## src/rtl/branch_redirect_pkg.sv

```systemverilog
// Shared types and constants for the branch redirect controller and its arbiter.
package branch_redirect_pkg;

  typedef enum logic [1:0] {
    ST_IDLE     = 2'd0,
    ST_LOAD     = 2'd1,
    ST_REDIRECT = 2'd2,
    ST_FLUSH    = 2'd3
  } redirect_state_e;

  localparam int GRANT_W    = 3;
  localparam int GRANT_BR   = 0;
  localparam int GRANT_JMP  = 1;
  localparam int GRANT_TRAP = 2;

  // Wide enough for the largest legal flush length (15).
  localparam int FLUSH_CNT_W = 4;

endpackage

```

## src/rtl/redirect_priority_arbiter.sv

```systemverilog
// Fixed-priority (trap > jmp > br) selector returning a one-hot grant and its address.
module redirect_priority_arbiter
  import branch_redirect_pkg::*;
#(
  parameter int ADDR_WIDTH = 32
) (
  input  logic                  br_req,
  input  logic [ADDR_WIDTH-1:0] br_addr,
  input  logic                  jmp_req,
  input  logic [ADDR_WIDTH-1:0] jmp_addr,
  input  logic                  trap_req,
  input  logic [ADDR_WIDTH-1:0] trap_addr,
  output logic [GRANT_W-1:0]    grant,
  output logic [ADDR_WIDTH-1:0] addr
);

  always_comb begin
    grant = '0;
    addr  = '0;
    if (trap_req) begin
      grant[GRANT_TRAP] = 1'b1;
      addr              = trap_addr;
    end else if (jmp_req) begin
      grant[GRANT_JMP] = 1'b1;
      addr             = jmp_addr;
    end else if (br_req) begin
      grant[GRANT_BR] = 1'b1;
      addr            = br_addr;
    end
  end

endmodule

```

## src/rtl/branch_redirect_ctrl.sv

```systemverilog
// Sequences a taken branch/jump/trap through load, redirect and flush of the
// branch-destination register; only traps may preempt an in-flight redirect.
module branch_redirect_ctrl
  import branch_redirect_pkg::*;
#(
  parameter int ADDR_WIDTH   = 32,
  parameter int FLUSH_CYCLES = 2
) (
  input  logic                  Clock,
  input  logic                  Reset,
  input  logic                  Tick,
  input  logic                  br_req,
  input  logic [ADDR_WIDTH-1:0] br_addr,
  input  logic                  jmp_req,
  input  logic [ADDR_WIDTH-1:0] jmp_addr,
  input  logic                  trap_req,
  input  logic [ADDR_WIDTH-1:0] trap_addr,
  input  logic                  pc_ready,
  output logic [GRANT_W-1:0]    grant,
  output logic                  bda_load,
  output logic [ADDR_WIDTH-1:0] bda_d,
  output logic                  bda_cs,
  output logic                  redirect_valid,
  output logic                  flush,
  output logic                  busy
);

  redirect_state_e         state_q, state_nx;
  logic [FLUSH_CNT_W-1:0]  cnt_q, cnt_nx;
  logic                    trap_q, trap_nx;
  logic                    idle;
  logic [GRANT_W-1:0]      arb_grant;
  logic [ADDR_WIDTH-1:0]   arb_addr;
  logic [GRANT_W-1:0]      grant_nx;
  logic                    load_nx, cs_nx, valid_nx, flush_nx, busy_nx;

  assign idle = (state_q == ST_IDLE);

  // br/jmp only compete from IDLE; a trap competes unless a trap is already being served.
  redirect_priority_arbiter #(
    .ADDR_WIDTH (ADDR_WIDTH)
  ) u_arbiter (
    .br_req    (br_req & idle),
    .br_addr   (br_addr),
    .jmp_req   (jmp_req & idle),
    .jmp_addr  (jmp_addr),
    .trap_req  (trap_req & ~trap_q),
    .trap_addr (trap_addr),
    .grant     (arb_grant),
    .addr      (arb_addr)
  );

  always_ff @(posedge Clock or posedge Reset) begin
    if (Reset) begin
      state_q        <= ST_IDLE;
      cnt_q          <= '0;
      trap_q         <= 1'b0;
      grant          <= '0;
      bda_load       <= 1'b0;
      bda_d          <= '0;
      bda_cs         <= 1'b1;
      redirect_valid <= 1'b0;
      flush          <= 1'b0;
      busy           <= 1'b0;
    end else if (Tick) begin
      state_q        <= state_nx;
      cnt_q          <= cnt_nx;
      trap_q         <= trap_nx;
      grant          <= grant_nx;
      bda_load       <= load_nx;
      bda_cs         <= cs_nx;
      redirect_valid <= valid_nx;
      flush          <= flush_nx;
      busy           <= busy_nx;
      if (|arb_grant) begin
        bda_d <= arb_addr;
      end
    end
  end

  always_comb begin
    state_nx = state_q;
    cnt_nx   = cnt_q;
    trap_nx  = trap_q;
    unique case (state_q)
      ST_IDLE: begin
        if (|arb_grant) begin
          state_nx = ST_LOAD;
          trap_nx  = arb_grant[GRANT_TRAP];
        end
      end
      ST_LOAD: begin
        state_nx = ST_REDIRECT;
      end
      ST_REDIRECT: begin
        if (pc_ready) begin
          state_nx = ST_FLUSH;
          cnt_nx   = FLUSH_CNT_W'(FLUSH_CYCLES);
        end
      end
      ST_FLUSH: begin
        if (cnt_q <= FLUSH_CNT_W'(1)) begin
          state_nx = ST_IDLE;
          cnt_nx   = '0;
          trap_nx  = 1'b0;
        end else begin
          cnt_nx = cnt_q - FLUSH_CNT_W'(1);
        end
      end
      default: state_nx = ST_IDLE;
    endcase
    // Trap preemption restarts the sequence from LOAD with a cleared flush count.
    if (!idle && arb_grant[GRANT_TRAP]) begin
      state_nx = ST_LOAD;
      cnt_nx   = '0;
      trap_nx  = 1'b1;
    end
  end

  // Outputs are decoded from the next state so they can be registered alongside it.
  always_comb begin
    grant_nx = arb_grant;
    load_nx  = (state_nx == ST_LOAD);
    cs_nx    = !((state_nx == ST_REDIRECT) || (state_nx == ST_FLUSH));
    valid_nx = (state_nx == ST_REDIRECT);
    flush_nx = (state_nx == ST_FLUSH);
    busy_nx  = (state_nx != ST_IDLE);
  end

endmodule

```

## config.mk

```make
export PLATFORM = sky130hd
export DESIGN_NAME = branch_redirect_ctrl
export DESIGN_NICKNAME = d
export VERILOG_FILES = /design/src/rtl/branch_redirect_pkg.sv /design/src/rtl/redirect_priority_arbiter.sv /design/src/rtl/branch_redirect_ctrl.sv
export SDC_FILE = /design/constraint.sdc
export NUM_CORES = 1
export LEC_CHECK = 0
export BUFFER_PORTS_ARGS = -buffer_cell sky130_fd_sc_hd__buf_2
export CAP_MARGIN = 20
export CELL_PAD_IN_SITES_DETAIL_PLACEMENT = 0
export CELL_PAD_IN_SITES_GLOBAL_PLACEMENT = 1
export CORE_ASPECT_RATIO = 0.75
export CORE_MARGIN = 2
export CORE_UTILIZATION = 28
export CTS_CLUSTER_SIZE = 16
export DETAILED_ROUTE_END_ITERATION = 10
export MAX_ROUTING_LAYER = met4
export PLACE_DENSITY_LB_ADDON = 0.1
export SLEW_MARGIN = 20
export SYNTH_ARGS = -nofsm -noshare
export SYNTH_HDL_FRONTEND = slang
export SYNTH_SLANG_ARGS = --single-unit
```

## constraint.sdc

```tcl
create_clock -name Clock -period 1.65 [get_ports Clock]
set_clock_uncertainty 0.1 [all_clocks]
set_input_delay 0.2475 -clock Clock [delete_from_list [all_inputs] [get_ports Clock]]
set_output_delay 0.2475 -clock Clock [all_outputs]
set_load 0.02 [all_outputs]
```

==> flow_metrics.env, run 1 <==
export IMPL_power_density_mw_per_mm2=1840
export IMPL_switchingPower_w=0.00299
export IMPL_drc=0
export IMPL_ys_warn_count=0
export IMPL_numCtsBuffers=5
export IMPL_p_sw_share_pct=41.9
export IMPL_gp_congestion=0.768
export IMPL_core_mm2=0.00849
export IMPL_postSynthAreaPerCell_um2=9.56
export IMPL_hold_path_class="in -> reg"
export IMPL_vias_per_cell=4.89
export IMPL_finalCritPeriodShare_pct=105
export IMPL_async_reset_ff_share_pct=100
export IMPL_die_x_um=112
export IMPL_yosys_cell_count_top_type="dfrtp_1"
export IMPL_worstMarginPinSlew_ps=398
export IMPL_row_count=29
export IMPL_ioPinCount=143
export IMPL_vias=2634
export IMPL_drv_cap=0
export IMPL_post_dp_cell_area_mm2=0.00340
export IMPL_ant_nets=0
export IMPL_path_max_fanout=9
export IMPL_port_buffers=142
export IMPL_criticalPathCategory="reg -> reg"
export IMPL_ys_ff_latch=47
export IMPL_power_frac_seq_pct=28.6
export IMPL_finalCriticalPeriod_ps=1730
export IMPL_tritoncts="built"
export IMPL_fmax_mhz=579
export IMPL_yosysTopAreaCell="dfrtp_1"
export IMPL_worst_ep_arrival_time_ps=1830
export IMPL_cp_data_required_time_ps=1750
export IMPL_grt_overflow_total=0
export IMPL_wl_um=8690
export IMPL_p_int_w=0.00415
export IMPL_cts_max_level=2
export IMPL_antenna_found_initial=1
export IMPL_track_usage_pct=18.6
export IMPL_p_leak_nw=1.80
export IMPL_dieArea_mm2=0.00954
export IMPL_power_share_clock_pct=14.9
export IMPL_postSynthCellCount=257
export IMPL_clkSinkCount=47
export IMPL_endpoint_kind="flop"
export IMPL_syn_nets=362
export IMPL_status="complete, but fails checks"
export IMPL_insertion_delay_ps=280
export IMPL_avgRoutedWirePerCell_um=16.1
export IMPL_yosysUniqueCellTypes=34
export IMPL_slew_violations=0
export IMPL_finalHoldViolCount=0
export IMPL_nNetsFinal=534
export IMPL_synthesis_area_mm2=0.00246
export IMPL_grt_max_degree=48
export IMPL_drt_iter0_drc=119
export IMPL_final_util_pct=45.7
export IMPL_root_buffer="clkbuf_16"
export IMPL_setup_viol_count_final=32
export IMPL_synth_top_cell_area_share_pct=46.9
export IMPL_post_place_ws_ps=-67.3
export IMPL_synth_ff_type="dfrtp_1"
export IMPL_slew_headroom_pct=73.4
export IMPL_violations="negative setup slack"
export IMPL_combPwrFrac_pct=56.6
export IMPL_area_growth_pct=58.0
export IMPL_dp_final_hpwl_um=5720
export IMPL_rsz0062_at_grt="true"
export IMPL_first_pass_iters=4
export IMPL_vdd_ir_drop_max_mv=0.630
export IMPL_grt_pass1_wl_um=13800
export IMPL_final_area_mm2=0.00388
export IMPL_initial_core_util_pct=28.9
export IMPL_layout_setup_ws_ps=-75.9
export IMPL_die_h_um=85.1
export IMPL_drive_above_1_share_pct=51.6
export IMPL_cts_path_max_buffers=2
export IMPL_synth_edf_count=0
export IMPL_start_kind="flop"
export IMPL_fillers=861
export IMPL_seq_area_frac_synth_pct=47.9
export IMPL_grt_pass1_vias=2744
export IMPL_synth_common_cells="dfrtp_1, nand2_1, a21oi_1"
export IMPL_path_clk_slew_ps=60
export IMPL_synthTopCellsByArea="dfrtp_1, a22oi_1, a31oi_1"
[registers in the layout, summed over array words and instances, names as in the netlist]
| name | count |
|---|---|
| bda_cs | 1 |
| bda_d | 32 |
| bda_load | 1 |
| busy | 1 |
| cnt_q | 4 |
| flush | 1 |
| grant | 3 |
| redirect_valid | 1 |
| state_q | 2 |
| trap_q | 1 |
[cells by family (layout without fill, tap and decap cells)]
logic type	count (synthesis)	after routing	synth area share (%)
other	0	1	0
buffers and inverters	29	202	6.78
AO/OA/AOI/OAI	119	119	31.0
AND/OR/NAND/NOR	55	55	11.0
multiplexers	5	5	2.24
flip-flops	47	47	47.9
adder cells (fa/ha/maj)	2	2	1.02
[area by class of cell]
type	count	area [um2]	area share, %
Sequential cell	47	1180	30.3
Timing Repair Buffer	188	1190	30.6
Tap cell	108	135	3.48
Multi-Input combinational cell	181	1200	30.9
Antenna cell	1	2.50	0.0645
Inverter	6	22.5	0.580
Clock buffer	8	156	4.03
[routing by layer]
metal  track usage, %  wire length [um]
met4             3.66                46
met2             28.4              3830
met3             4.21               660
met1             25.6              4160
met5                -                 0
[through the flow]
stage / power [W] / TNS, ps / hold WS [ps] / instances
finish: 0.00714 / -1370 / 103 / 539
global route: 0.00769 / -3830 / 99.6 / 539
CTS: 0.00686 / -621 / 96.2 / 529
detailed placement: 0.00553 / -330 / 214 / 508
global placement: 0.00551 / -48.7 / 212 / 508
floorplan: 0.00423 / -540 / 299 / 257
[what timing repair did]
| item | 4_1_cts | 5_1_grt |
|---|---|---|
| pin swaps | 26 | 20 |
| hold buffers | 1 | 0 |
| endpoints found under the hold margin | 46 | 0 |
| setup endpoints to repair | 35 | 45 |
| buffers inserted | 10 | 7 |
| gates cloned | 3 | 2 |
| resized for setup | 12 | 30 |
[power by group through the flow]
stage	clock, W	sequential [W]	combinational, W
CTS	0.00109	0.00203	0.00373
finish	0.00106	0.00204	0.00404
global placement	0	0.00203	0.00347
global route	0.00115	0.00212	0.00442
floorplan	0	0.00265	0.00158
detailed placement	0	0.00204	0.00348
[worst max-delay path, stage by stage (launching register included)]
cell	delay, ps
dfrtp_1	380
or2_4	270
buf_6	130
nor3b_4	210
buf_6	150
buf_6	140
a22oi_1	80
a31oi_1	170
[final timing paths]
kind	cells after the start	from	end	slack, ps
max in group asynchronous	4	Reset	bda_cs$_DFFE_PP1P_	730
setup reg to reg	7	state_q[1]$_DFFE_PP0P_	bda_d[8]$_DFFE_PP0P_	-80
hold reg to reg	2	busy$_DFFE_PP0P_	busy$_DFFE_PP0P_	410
hold / removal	3	br_addr[22]	bda_d[22]$_DFFE_PP0P_	100
setup / recovery	7	state_q[1]$_DFFE_PP0P_	bda_d[8]$_DFFE_PP0P_	-80
min in group asynchronous	4	Reset	bda_d[5]$_DFFE_PP0P_	450
[cells in the final DEF, fill, tap and decap left out, types with 2 or more instances in the layout]
master,count
buf_2,142
dfrtp_1,46
a21oi_1,33
a31oi_1,31
a22oi_1,30
nand2_1,30
buf_4,30
buf_6,8
nand2_2,5
nor2_1,5
nand2b_1,5
clkbuf_16,5
o21ai_1,4
o21ai_0,4
buf_12,4
mux2_2,3
inv_2,3
inv_1,3
or2_4,2
o21ai_4,2
a22oi_2,2
nand3_1,2
o21a_1,2
o2bb2ai_1,2
clkbuf_8,2
buf_16,2
No activity file was read; power rests on OpenSTA's default activity.
==> inputs of run 2 (changes only) <==
Settings changed: ABC_AREA set to 1.
==> run 2 against run 1 <==
  * The run now ends clean
  * Maximum frequency increased by 15%
  * Power decreased by 6.3%
  * First-iteration DRC count increased by 42%
  * Synthesized cell count increased by 76%
  * Core utilization decreased by 5.8 points
  * Setup slack improved by 230 ps
  * Final cell count increased by 36%
  * Clock-buffer cell count decreased by 2
  * Die area increased by 19%
==> flow_metrics.env, run 2 <==
export IMPL_status="complete, no violations"
export IMPL_vias=3154
export IMPL_start_kind="flop"
export IMPL_dp_final_hpwl_um=6780
export IMPL_drc=0
export IMPL_track_usage_pct=16.0
export IMPL_grt_overflow_total=0
export IMPL_cts_path_max_buffers=2
export IMPL_worst_path_largest_cell_delay_ps=440
export IMPL_setup_tns_ps=0
export IMPL_worst_ep_arrival_time_ps=1580
export IMPL_multiInputGateArea_mm2=0.00143
export IMPL_met1_usage_pct=23.8
export IMPL_first_pass_iters=4
export IMPL_yosysTopAreaCell="dfrtp_1"
export IMPL_p_sw_share_pct=43.9
export IMPL_place_inst=723
export IMPL_core_mm2=0.0102
export IMPL_rsz0062_at_grt="false"
export IMPL_grtUsageMet3_pct=2.71
export IMPL_final_common_cell="nand2_1"
export IMPL_finalHoldViolCount=0
export IMPL_slew_violations=0
export IMPL_largest_reg_flops=32
export IMPL_p_leak_nw=2.44
export IMPL_grt_max_degree=29
export IMPL_setup_viol_count_final=0
export IMPL_insertion_delay_ps=280
export IMPL_vdd_ir_drop_max_mv=0.710
export IMPL_p_int_w=0.00376
export IMPL_postSynthAreaPerCell_um2=6.51
export IMPL_avgRoutedWirePerCell_um=12.3
export IMPL_synth_top_family_by_area="simple AND/OR/NAND/NOR gates"
export IMPL_power_density_mw_per_mm2=1640
export IMPL_async_reset_ff_share_pct=100
export IMPL_use_met2_pct=22.9
export IMPL_hold_path_class="in -> reg"
export IMPL_endpoint_kind="flop"
export IMPL_crit_path_top_delay_cell="dfrtp_1"
export IMPL_synth_mux_area_share_pct=0
export IMPL_wl_um=8980
export IMPL_port_buffers=142
export IMPL_grt_pass1_vias=2834
export IMPL_synth_edf_count=0
export IMPL_clkSinkCount=47
export IMPL_numCtsBuffers=5
export IMPL_synthTopCellsByArea="dfrtp_1, nand2_1, nand3_1"
export IMPL_cp_data_required_time_ps=1730
export IMPL_syn_nets=558
export IMPL_row_count=32
export IMPL_final_cell_count_no_fill=732
export IMPL_path_max_fanout=6
export IMPL_seq_area_mm2=0.00118
export IMPL_critPathTopFamily="simple AND/OR/NAND/NOR gates"
export IMPL_yosys_area_share_simple_pct=45.4
export IMPL_area_growth_pct=38.7
export IMPL_drt_iter0_drc=169
export IMPL_post_cts_buffers=0
export IMPL_combPwrFrac_pct=50.6
export IMPL_fmax_mhz=666
export IMPL_nNetsFinal=700
export IMPL_synth_common_cells="nand2_1, nand3_1, inv_1"
export IMPL_finalCriticalPeriod_ps=1500
export IMPL_grt_pass1_wl_um=14200
export IMPL_path_clk_slew_ps=70
export IMPL_die_x_um=122
export IMPL_seq_area_frac_synth_pct=39.9
export IMPL_worstMarginPinSlew_ps=408
export IMPL_ioPinCount=143
export IMPL_largest_register="bda_d"
export IMPL_drive_above_1_share_pct=30.0
export IMPL_vias_per_cell=4.31
export IMPL_drv_cap=0
export IMPL_yosys_cell_count_top_type="nand2_1"
export IMPL_reg_top3="bda_d: 32 flops, cnt_q: 4 flops, grant: 3 flops"
export IMPL_synth_compound_area_share_pct=1.49
export IMPL_criticalPathCategory="reg -> reg"
export IMPL_power_frac_seq_pct=30.2
export IMPL_postSynthCellCount=453
export IMPL_synth_ff_type="dfrtp_1"
export IMPL_synthAdderAreaFrac_pct=0.849
export IMPL_ys_warn_count=0
export IMPL_switchingPower_w=0.00294
export IMPL_holdWs_ps=173
export IMPL_dieArea_mm2=0.0114
export IMPL_slew_headroom_pct=72.7
export IMPL_fillers=1136
export IMPL_root_buffer="clkbuf_16"
export IMPL_synth_xor_area_share_pct=0.297
export IMPL_worstPathCellList="inv_2 > nand2_2 > nor2_1 > nor2_1 > nor2_2 > inv_2 > nand2_1 > nand2_1"
export IMPL_ys_ff_latch=47
export IMPL_power_share_clock_pct=19.2
export IMPL_cts_max_level=2
export IMPL_gp_congestion=0.778
export IMPL_finalCritPeriodShare_pct=90.9
export IMPL_initial_core_util_pct=28.8
export IMPL_die_h_um=92.9
export IMPL_antenna_found_initial=0
export IMPL_synthesis_area_mm2=0.00295
export IMPL_n_antenna_cell=0
export IMPL_synth_top_cell_area_share_pct=39.0
export IMPL_most_common_layout_cells="nand2_1, buf_2, nand3_1"
export IMPL_yosysUniqueCellTypes=21
export IMPL_top_usage_layer="met1"
export IMPL_ant_nets=0
export IMPL_tritoncts="built"
export IMPL_path_buf_inv=2
## run 2: cell types whose count changed after synthesis, sizes merged, moves of 4 or more
| cell | change |
|---|---|
| a22oi | -32 |
| a21oi | -33 |
| nand2 | +166 |
| o21ai | -7 |
| nand3 | +72 |
| nor2 | +41 |
| inv | +45 |
| a31oi | -33 |
| mux2 | -4 |
| nand2b | -5 |
## run 2: repair_timing
action,4_1_cts,5_1_grt
hold buffers,1,0
resized for setup,0,1
hold endpoints to repair,13,0
setup endpoints to repair,0,2
## run 2: metrics by stage
stage          instance area (um2)  setup WS, ps  util, %  total power [W]
2_1_floorplan                 2950           188        -          0.00425
3_3_place_gp                  3880           135     37.9          0.00547
3_5_place_dp                  3880           153     37.9          0.00546
4_1_cts                       4080           144     39.8          0.00680
5_1_grt                       4090          9.08     39.9          0.00726
6_report                      4090           150     39.9          0.00669
## run 2: final timing paths
path                                       start                         end  slack [ps]  cells after the start
min                                trap_addr[29]       bda_d[29]$_DFFE_PP0P_         170                      5
max                           trap_q$_DFFE_PP0P_        cnt_q[2]$_DFFE_PP0P_         150                      8
max reg2reg                   trap_q$_DFFE_PP0P_        cnt_q[2]$_DFFE_PP0P_         150                      8
min in group asynchronous                  Reset  redirect_valid$_DFFE_PP0P_         410                      3
min reg2reg                bda_d[20]$_DFFE_PP0P_       bda_d[20]$_DFFE_PP0P_         370                      2
max in group asynchronous                  Reset       bda_d[30]$_DFFE_PP0P_         600                      4
## run 2: cell type report
| cell class | instances | area share (%) |
|---|---|---|
| multi-input combinational | 332 | 34.9 |
| sequential | 47 | 28.8 |
| timing repair buffer | 158 | 22.8 |
| inverter | 51 | 4.68 |
| tap | 136 | 4.16 |
| clock buffer | 6 | 3.15 |
| clock inverter | 2 | 1.47 |
## run 2: power groups by stage
stage | combinational, W | clock, W | sequential (W)
global placement | 0.00343 | 0 | 0.00204
detailed placement | 0.00343 | 0 | 0.00204
floorplan | 0.00165 | 0 | 0.00260
finish | 0.00338 | 0.00129 | 0.00202
global route | 0.00378 | 0.00138 | 0.00209
CTS | 0.00343 | 0.00134 | 0.00203
## run 2: tightest hold or removal path, delay by kind of cell
| kind | cells | cell delay, ps |
|---|---|---|
| and+or+nand+nor | 4 | 200 |
| buffers and inverters | 1 | 80 |
## run 2: kinds of logic after synthesis
logic type               Yosys count
XOR/XNOR                           1
buffers and inverters             74
flip-flops                        47
AO/OA/AOI/OAI                      7
AND/OR/NAND/NOR                  322
adder cells (fa/ha/maj)            2
## run 2: per-layer routing
layer  routed length [um]  vias to the layer above
met5                    0                        -
met4                   44                        0
met3                  621                        5
met2                 3650                      103
met1                 4670                     1374
li1                     -                     1672
==> inputs of run 3 (changes only) <==
Settings changed: CORE_UTILIZATION 28 to 33.
Clock period 1.65 ns to 1.82 ns, I/O delays scaled along.
==> run 3 against run 2 <==
  * The run now ends with design-rule violations left
  * Power is 13% lower
  * Clock-buffer cell count stayed put
  * Largest cell class unchanged
  * Clock power is 18% lower
  * Wire length is 7.2% lower
  * Flip-flop and latch count stayed put
  * Worst hold slack better by 24 ps
==> flow_metrics.env, run 3 (synthesis gave the netlist of run 2 again) <==
export IMPL_status="complete, but fails checks"
export IMPL_violations="design-rule violations"
export IMPL_path_clk_slew_ps=70
export IMPL_power_density_mw_per_mm2=1480
export IMPL_top_usage_layer="met2"
export IMPL_path_max_fanout=4
export IMPL_worstMarginPinSlew_ps=375
export IMPL_die_h_um=85.9
export IMPL_nNetsFinal=695
export IMPL_vias=3163
export IMPL_p_total_w=0.00584
export IMPL_dieArea_mm2=0.00971
export IMPL_cp_data_required_time_ps=1900
export IMPL_p_int_w=0.00323
export IMPL_wl_um=8340
export IMPL_drive_above_1_share_pct=29.4
export IMPL_numCtsBuffers=5
export IMPL_power_share_clock_pct=18.1
export IMPL_grt_max_degree=48
export IMPL_rsz0062_at_grt="false"
export IMPL_ioPinCount=143
export IMPL_row_count=29
export IMPL_grt_pass1_vias=3067
export IMPL_cts_max_level=2
export IMPL_worst_ep_arrival_time_ps=1610
export IMPL_cts_resized=0
export IMPL_finalHoldViolCount=0
export IMPL_initial_core_util_pct=34.4
export IMPL_fmax_mhz=654
export IMPL_critPathLaunch="cnt_q[1]$_DFFE_PP0P_"
export IMPL_ant_nets=0
export IMPL_insertion_delay_ps=290
export IMPL_grtUsageMet3_pct=4.03
export IMPL_most_common_layout_cells="nand2_1, buf_2, nand3_1"
export IMPL_cts_path_max_buffers=2
export IMPL_antenna_found_initial=0
export IMPL_worstPathCellList="inv_1 > ha_1 > inv_1 > nand2_1 > nand3_1 > nand3_1 > inv_1 > nand2_1 > nand2_1"
export IMPL_criticalPathCategory="reg -> reg"
export IMPL_clkSinkCount=47
export IMPL_final_cell_count_no_fill=699
export IMPL_min_from="trap_addr[22]"
export IMPL_vias_per_cell=4.53
export IMPL_p_sw_share_pct=44.8
export IMPL_final_common_cell="nand2_1"
export IMPL_finalCritPeriodShare_pct=84.0
export IMPL_port_buffers=142
export IMPL_place_inst=690
export IMPL_setup_viol_count_final=0
export IMPL_tritoncts="built"
export IMPL_combPwrFrac_pct=50.4
export IMPL_use_met2_pct=30.5
export IMPL_vdd_ir_drop_max_mv=0.485
export IMPL_die_x_um=113
export IMPL_gp_congestion=0.758
export IMPL_slew_violations=0
export IMPL_largest_reg_flops=32
export IMPL_met1_usage_pct=24.1
export IMPL_path_buf_inv=3
export IMPL_drt_iter0_drc=141
export IMPL_reg_top3="bda_d: 32 flops, cnt_q: 4 flops, grant: 3 flops"
export IMPL_root_buffer="clkbuf_16"
export IMPL_avgRoutedWirePerCell_um=11.9
export IMPL_crit_path_top_delay_cell="dfrtp_1"
export IMPL_post_cts_buffers=0
export IMPL_core_mm2=0.00856
export IMPL_drv_cap=0
export IMPL_first_pass_iters=7
export IMPL_power_frac_seq_pct=31.5
export IMPL_setup_tns_ps=0
export IMPL_switchingPower_w=0.00262
export IMPL_slew_headroom_pct=75.0
export IMPL_grt_overflow_total=0
export IMPL_p_leak_nw=2.39
export IMPL_area_growth_pct=33.8
export IMPL_endpoint_kind="flop"
export IMPL_drc=7
export IMPL_dp_final_hpwl_um=6140
export IMPL_r2r_start="cnt_q[1]$_DFFE_PP0P_"
export IMPL_largest_register="bda_d"
export IMPL_worst_path_largest_cell_delay_ps=380
export IMPL_track_usage_pct=18.6
export IMPL_start_kind="flop"
export IMPL_grt_pass1_wl_um=14300
export IMPL_n_antenna_cell=0
export IMPL_critPathTopFamily="simple AND/OR/NAND/NOR gates"
export IMPL_finalCriticalPeriod_ps=1530
export IMPL_final_area_mm2=0.00395
export IMPL_hold_path_class="in -> reg"
export IMPL_post_dp_cell_area_mm2=0.00376
[run 3: cell type report]
type,instances,area [um2]
fill,935,4620
multi-input combinational,332,1420
sequential,47,1180
timing repair buffer,153,846
inverter,51,191
clock buffer,6,139
tap,108,135
clock inverter,2,35.0
[run 3: what timing repair did]
item,in CTS,in global routing
hold endpoints to repair,46,0
hold buffers,1,0
setup endpoints to repair,0,0
[run 3: final timing paths]
check / cells past startpoint / end / slack [ps]
setup / recovery: 9 / flush$_DFFE_PP0P_ / 290
hold / removal: 5 / bda_d[22]$_DFFE_PP0P_ / 200
setup reg to reg: 9 / flush$_DFFE_PP0P_ / 290
hold reg to reg: 2 / bda_d[25]$_DFFE_PP0P_ / 370
max in group asynchronous: 4 / bda_cs$_DFFE_PP1P_ / 880
min in group asynchronous: 4 / redirect_valid$_DFFE_PP0P_ / 460
[run 3: worst reg2reg max path, stage by stage, from the launching register on]
cell	delay (ps)
dfrtp_1	380
inv_1	130
ha_1	210
inv_1	50
nand2_1	90
nand3_1	110
nand3_1	180
inv_1	80
nand2_1	60
nand2_1	40
[run 3: per-layer routing]
layer,wire length (um),part of all wire (%)
met2,3750,45
met1,3970,48
met5,0,0
met3,564,6.8
met4,51,0.61
[run 3: per-stage QoR]
stage	worst slack (ps)	util (%)	hold WS (ps)
global placement	296	43.9	234
CTS	284	46.1	198
finish	292	46.1	197
global route	140	46.1	223
detailed placement	308	43.9	233
floorplan	333	-	349
[run 3: power groups by stage]
stage / Sequential [W] / Combinational [W] / Clock, W
2_1_floorplan: 0.00236 / 0.00150 / 0
5_1_grt: 0.00192 / 0.00332 / 0.00114
3_3_place_gp: 0.00185 / 0.00299 / 0
6_report: 0.00184 / 0.00294 / 0.00106
4_1_cts: 0.00185 / 0.00299 / 0.00109
3_5_place_dp: 0.00185 / 0.00299 / 0
